===== src/rtl/if_stage_if.sv =====
// Instruction-memory fetch bus: one-outstanding request/grant, response valid/data.
interface if_stage_if;
    logic        imem_req;
    logic [31:0] imem_addr;
    logic        imem_gnt;
    logic        imem_rvalid;
    logic [31:0] imem_rdata;

    modport master (
        output imem_req,
        output imem_addr,
        input  imem_gnt,
        input  imem_rvalid,
        input  imem_rdata
    );

    modport slave (
        input  imem_req,
        input  imem_addr,
        output imem_gnt,
        output imem_rvalid,
        output imem_rdata
    );
endinterface


===== src/rtl/if_stage.sv =====
// Instruction-fetch stage: fetch PC, single-outstanding imem fetch, one-entry skid
// buffer and the IF/ID pipeline register.
module if_stage #(
    parameter logic [31:0] RESET_PC = 32'h0000_0000
) (
    input  logic         clk,
    input  logic         rst,
    if_stage_if.master   imem,
    input  logic         redirect,
    input  logic [31:0]  redirect_pc,
    input  logic         stall,
    output logic [31:0]  pc,
    output logic [31:0]  id_pc,
    output logic [31:0]  id_inst,
    output logic         id_valid
);
    typedef enum logic [1:0] {IDLE, REQ, WAIT, FULL} state_t;

    state_t      state;
    logic        kill;
    logic [31:0] buf_inst;
    logic [31:0] target;

    assign target         = redirect_pc & 32'hFFFF_FFFC;
    assign imem.imem_req  = (state == REQ);
    assign imem.imem_addr = pc;

    always_ff @(posedge clk or posedge rst) begin
        if (rst) begin
            state    <= IDLE;
            pc       <= RESET_PC;
            kill     <= 1'b0;
            buf_inst <= '0;
            id_valid <= 1'b0;
            id_pc    <= '0;
            id_inst  <= 32'h0000_0013;
        end else if (redirect) begin
            pc       <= target;
            id_valid <= 1'b0;
            unique case (state)
                IDLE: state <= REQ;
                REQ: begin
                    // request granted at the old address: its response must be dropped
                    if (imem.imem_gnt) begin
                        state <= WAIT;
                        kill  <= 1'b1;
                    end
                end
                WAIT: begin
                    if (imem.imem_rvalid) begin
                        state <= REQ;
                        kill  <= 1'b0;
                    end else begin
                        kill  <= 1'b1;
                    end
                end
                FULL: state <= REQ;
                default: state <= IDLE;
            endcase
        end else begin
            if (!stall) id_valid <= 1'b0;
            unique case (state)
                IDLE: state <= REQ;
                REQ: begin
                    if (imem.imem_gnt) state <= WAIT;
                end
                WAIT: begin
                    if (imem.imem_rvalid) begin
                        if (kill) begin
                            kill  <= 1'b0;
                            state <= REQ;
                        end else if (!stall) begin
                            id_pc    <= pc;
                            id_inst  <= imem.imem_rdata;
                            id_valid <= 1'b1;
                            pc       <= pc + 32'd4;
                            state    <= REQ;
                        end else begin
                            buf_inst <= imem.imem_rdata;
                            state    <= FULL;
                        end
                    end
                end
                FULL: begin
                    if (!stall) begin
                        id_pc    <= pc;
                        id_inst  <= buf_inst;
                        id_valid <= 1'b1;
                        pc       <= pc + 32'd4;
                        state    <= REQ;
                    end
                end
                default: state <= IDLE;
            endcase
        end
    end
endmodule

===== src/flat_wrapper.sv =====
// flat-port wrapper written by rule: the top's interface ports become plain ports
module if_stage_flat 
#(
    parameter logic [31:0] RESET_PC = 32'h0000_0000
)
  (clk, rst, redirect, redirect_pc, stall, pc, id_pc, id_inst, id_valid, imem_imem_req, imem_imem_addr, imem_imem_gnt, imem_imem_rvalid, imem_imem_rdata);
  if_stage_if imem_i ();
  input  logic clk;
  input  logic rst;
  input  logic redirect;
  input  logic [31:0] redirect_pc;
  input  logic stall;
  output logic [31:0] pc;
  output logic [31:0] id_pc;
  output logic [31:0] id_inst;
  output logic id_valid;
  output wire logic [$bits(imem_i.imem_req)-1:0] imem_imem_req;
  output wire logic [$bits(imem_i.imem_addr)-1:0] imem_imem_addr;
  input wire logic [$bits(imem_i.imem_gnt)-1:0] imem_imem_gnt;
  input wire logic [$bits(imem_i.imem_rvalid)-1:0] imem_imem_rvalid;
  input wire logic [$bits(imem_i.imem_rdata)-1:0] imem_imem_rdata;
  assign imem_imem_req = imem_i.imem_req;
  assign imem_imem_addr = imem_i.imem_addr;
  assign imem_i.imem_gnt = imem_imem_gnt;
  assign imem_i.imem_rvalid = imem_imem_rvalid;
  assign imem_i.imem_rdata = imem_imem_rdata;
  if_stage #(.RESET_PC(RESET_PC)) u_core (.clk(clk), .rst(rst), .imem(imem_i), .redirect(redirect), .redirect_pc(redirect_pc), .stall(stall), .pc(pc), .id_pc(id_pc), .id_inst(id_inst), .id_valid(id_valid));
endmodule

===== config.mk =====
export PLATFORM = sky130hd
export DESIGN_NAME = if_stage_flat
export DESIGN_NICKNAME = d
export VERILOG_FILES = /design/src/rtl/if_stage_if.sv /design/src/rtl/if_stage.sv /design/src/flat_wrapper.sv
export SDC_FILE = /design/constraint.sdc
export NUM_CORES = 1
export LEC_CHECK = 0
export BUFFER_PORTS_ARGS = -buffer_cell sky130_fd_sc_hd__buf_2
export CAP_MARGIN = 20
export CORE_UTILIZATION = 50
export DETAILED_ROUTE_END_ITERATION = 12
export PLACE_DENSITY = 0.78
export SKIP_CTS_REPAIR_TIMING = 1
export SKIP_LAST_GASP = 1
export SYNTH_ARGS = -nofsm -noshare
export SYNTH_HDL_FRONTEND = slang
export SYNTH_SLANG_ARGS = --single-unit

===== constraint.sdc =====
create_clock -name clk -period 13.13 [get_ports clk]
set_clock_uncertainty 0.15 [all_clocks]
set_input_delay 1.9695 -clock clk [delete_from_list [all_inputs] [get_ports clk]]
set_output_delay 1.9695 -clock clk [all_outputs]
set_load 0.005 [all_outputs]

# Word-level counts from Yosys, hierarchy flattened
# Index checks and enable logic that the tools add are counted.
totals:
  ff_bits: 132
  in_bits: 70
  out_inout_bits: 130
op_classes:
  add_sub_neg: 1
  n_eq_ne: 11
  mux: 35
  bitwise: 2
  n_reduce_logical: 13
op_table:
  columns: ["operator", "count"]
  rows:
  - ["$mux W32", 11]
  - ["$pmux W32 S2", 3]
  - ["$add A32 B3 Y32 const B", 1]
  - ["$mux W2", 7]
  - ["$mux W1", 10]
  - ["$ne A3 B3 Y1 const B", 3]
  - ["$ne A2 B2 Y1 const B", 4]
  - ["$pmux W2 S4", 1]
  - ["$reduce_and A4 Y1", 2]
  - ["$reduce_bool A2 Y1", 4]
  - ["$pmux W2 S3", 1]
  - ["$reduce_and A6 Y1", 1]
  - ["$reduce_and A5 Y1", 1]
  - ["$eq A2 B2 Y1 const B", 2]
  - ["$pmux W1 S2", 2]
  - ["$ne A3 B2 Y1 const B", 1]
  - ["$reduce_and A3 Y1", 1]
  - ["$reduce_bool A3 Y1", 1]
  - ["$eq A2 B1 Y1 const B", 1]
  - ["$logic_not A2 Y1", 1]
  - ["$not A1 Y1", 2]
  - ["$reduce_and A2 Y1", 1]
  - ["$reduce_or A2 Y1", 1]

# Logic depth before layout (Yosys ltp)
depth:
  word_depth: 6
  ltp_mapped: 10

# Worst setup path after synthesis
# Ideal clock, no wire load.
synth_path:
  kind: "input to register"
  start: "in stall"
  end: "reg u_core.buf_inst[0]"
  setup_ps: 125
  t_arrival_ps: 3309
  slack_ps: 9547
  stages: 5
  n_path_buf: 2
  path_cell_list: "clkbuf_1 -> nor4bb_1 -> nand2_1 -> buf_1 -> mux2_2"
synth_between:
  elab_chain_len: 1
synth_lines:
  columns: ["item", "line", "source"]
  rows:
  - ["start: declaration", "flat_wrapper.sv:12", "input logic stall;"]
  - ["$reduce_and A5 Y1 (no source line)", null, null]
  - ["end signal: assignment", "if_stage.sv:79", "buf_inst <= imem.imem_rdata;"]
  - ["end: declaration", "if_stage.sv:21", "logic [31:0] buf_inst;"]
# Every way passes these cells.
# A chain may end at the register's enable or synchronous reset.

# Worst setup path after layout
layout_path:
  start: "in redirect"
  end: "reg u_core.state[0]"
layout_between:
  elab_chain_len: 2
layout_lines:
  columns: ["item", "line", "source"]
  rows:
  - ["start: declaration", "flat_wrapper.sv:10", "input logic redirect;"]
  - ["$ne A3 B3 Y1 (no source line)", null, null]
  - ["$reduce_and A2 Y1 (no source line)", null, null]
  - ["end signal: assignment", "if_stage.sv:30", "state <= IDLE;"]
  - ["end signal: assignment", "if_stage.sv:41", "IDLE: state <= REQ;"]
  - ["end signal: assignment", "if_stage.sv:45", "state <= WAIT;"]
  - ["end: declaration", "if_stage.sv:19", "state_t state;"]
# Several ways; a longest one is shown, not always the timed one.

==> impl_metrics.json <==
{
  "status": "completed",
  "crit_fanout": 52,
  "yosys_warnings": 0,
  "drive_gt1_share_pct": 39.50,
  "syn_to_final_growth_pct": 22.78,
  "pwr-share-clk_pct": 30.5,
  "overflow": 0,
  "post-dp-hpwl_um": 10640,
  "cellPowerDensity_nw_per_um2": 188.5,
  "seq_area_frac_synth_pct": 50.51,
  "synth_area_leaders": "dfrtp_1 (49%), mux2_2 (11%), mux2i_1 (5.4%)",
  "synth_area_um2": 6349,
  "antenna_found_initial": 0,
  "cts_tree": "built",
  "criticalPathCategory": "in2reg",
  "final_nets": 818,
  "drv_slew": 0,
  "filler_cell_count": 1009,
  "r2r_end": "u_core.imem.imem_addr[9]$_DFFE_PP0P_",
  "whs_ns": 0.3425,
  "die_h_um": 114.7,
  "rsz0062_at_grt": "false",
  "critPathLaunchType": "primary input",
  "synth.most_common_cell": "dfrtp_1",
  "dieArea_um2": 13150,
  "ant_nets": 0,
  "rows": 40,
  "first_iter_violations": 349,
  "cp_data_arrival_time_ns": 3.86,
  "min_path_type": "reg2reg",
  "start_util_pct": 51.99,
  "clockBufferDepth": 2,
  "reg2reg_depth": 5,
  "crit_path_end_kind": "flop",
  "cellLeakagePower_nw": 3.587,
  "drc": 0,
  "clk_pin_slew_ns": 0.06,
  "power_frac_comb_pct": 28.2,
  "post-route-min-period_ns": 3.703,
  "grt.total_usage_pct": 24.60,
  "wire_per_inst_um": 16.75,
  "regToRegSetupSlack_ns": 10.07,
  "worstPathRequired_ns": 13.28,
  "drv_cap": 0,
  "htree_levels": 4,
  "final.period_utilization_pct": 28.20,
  "synth-edff-count": 0,
  "switching_share_pct": 30.48,
  "hp-start": "u_core.id_pc[29]$_DFFE_PP0P_",
  "tightest_slew_ns": 0.9652,
  "vdd_drop_max_mv": 0.1046,
  "first_pass_iters": 4,
  "grt_pass1_wl_um": 24880,
  "synth_top_area_share_pct": 49.27,
  "chipWidth_um": 114.7,
  "ys_ff_latch": 128,
  "tns_ns": 0,
  "seq_power_share_pct": 41.3,
  "antenna_cells": 0,
  "core_um2": 12210,
  "synthTopCellsByCount": "dfrtp_1 (125), mux2_2 (61), nor2_1 (51)",
  "num_vias": 5226,
  "cts_sinks": 128,
  "synthCells": 592,
  "hold-path-cell-count": 1,
  "grt_pass1_vias": 5013,
  "ys.flop_type": "dfrtp_1",
  "fmax_mhz": 270.1,
  "ys_types": 59,
  "reg2reg_from": "u_core.state[1]$_DFFE_PP0P_",
  "cts_made_buffers": 17,
  "setup_viol": 0,
  "hold_end": "u_core.id_pc[29]$_DFFE_PP0P_",
  "drt-total-wl_um": 15490,
  "viasPerCell": 5.650,
  "grt_max_degree": 79,
  "cts_root_buffer": "clkbuf_16",
  "synth_largest_area_cell": "dfrtp_1",
  "p_switching_w": 0.0004478,
  "ios": 200,
  "maxSlewHeadroom_pct": 35.65,
  "setup_slack_ns": 9.427,
  "async_reset_ff_share_pct": 100.0,
  "hold_violations": 0,
  "p_int_w": 0.001021,
  "pre_cts_slack_ns": 9.030,
  "io_buffers": 191,
  "clock_latency_ns": 0.42,
  "gp_congestion": 0.8289,
  "syn_area_per_cell_um2": 10.72
}
[through the flow]
step                      std cells  util (%)  total power [W]  area [µm²]
after global placement          891     58.83        0.0009995        7184
after global routing            925     63.83         0.001555        7795
after CTS                       923     63.50         0.001478        7755
final                           925     63.83         0.001469        7795
after detailed placement        891     58.83         0.001026        7184
after floorplan                 597         -        0.0008492        6367
[state kept, by name, indices dropped and copies added, names as in the netlist]
register and count:
u_core.buf_inst 32, u_core.id_valid 1, u_core.id_inst 32, u_core.id_pc 30
u_core.kill 1, u_core.imem.imem_addr 30, u_core.state 2
[cell type report]
| class | instances | area [µm²] | area share, % |
|---|---|---|---|
| flip-flops and latches | 128 | 3207 | 41.14 |
| multi-input cells | 385 | 2715 | 34.83 |
| repair buffers | 199 | 1041 | 13.35 |
| clock buffers | 23 | 488.0 | 6.260 |
| well taps | 168 | 210.2 | 2.697 |
| clock inverters | 9 | 82.58 | 1.059 |
| inverters | 13 | 51.30 | 0.6581 |
[power groups by stage]
stage               logic, W  registers (W)  clock network (W)
floorplan           0.000238       0.000611                  0
global placement    0.000396       0.000603                  0
detailed placement  0.000414       0.000612                  0
CTS                 0.000415       0.000607           0.000456
global route        0.000460       0.000624           0.000471
finish              0.000415       0.000607           0.000448
[worst max-delay path, cell delays in order]
cell and delay, ns:
buf_2 0.08, buf_4 0.42, inv_1 0.56, a32oi_1 0.52, nand2_1 0.10, a22o_1 0.18
[worst max path at each step]
stage | startpoint | to | cells after the start | slack [ns]
after floorplan | rst | u_core.buf_inst[0]$_DFFE_PP0P_ | 1 | 7.60
after global placement | redirect | u_core.state[0]$_DFFE_PP0P_ | 6 | 9.08
after CTS | redirect | u_core.state[0]$_DFFE_PP0P_ | 6 | 9.46
after global routing | redirect | u_core.state[0]$_DFFE_PP0P_ | 6 | 9.21
after detailed placement | redirect | u_core.state[0]$_DFFE_PP0P_ | 6 | 9.03
final | redirect | u_core.state[0]$_DFFE_PP0P_ | 6 | 9.43
[layout by cell type (no fill, tap or decap), types with 3 or more instances in the layout]
cell and n:
nand2_1 28, clkbuf_16 17, o31ai_1 6, nor4_1 7, nor2_1 51, a2111oi_0 3, nand3_1 19, a21oi_1 42
or3_1 7, buf_4 6, or4_1 9, buf_2 191, inv_1 12, o21ai_0 19, nand4_1 9, nand2b_1 5
clkbuf_8 4, mux2_2 61, ha_1 3, dfstp_2 3, a211oi_1 3, xnor2_1 5, a31oi_1 13, conb_1 6
dfrtp_1 125, nor2b_1 5, and4_1 3, clkinvlp_4 5, clkinv_2 3, nor3_1 5, mux2i_1 34
[routing by layer]
layer,wire length [µm],part of all wire [%],global-route usage [%],up-vias
li1,-,-,-,2415
met1,6413,41,31.01,2566
met2,7704,50,40.53,220
met3,1089,7.0,6.511,25
met4,285,1.8,9.524,0
met5,0,0,0,-
[cell families after synthesis]
kind of cell	after synthesis	synth area share [%]
mux	96	16.36
fa+ha+maj	4	0.7884
buf+inv	84	7.253
compound gates	111	10.94
flops	128	50.51
simple gates	162	13.26
other cells	1	0.05907
xor+xnor	6	0.8277
(Power assumes the default switching activity.)
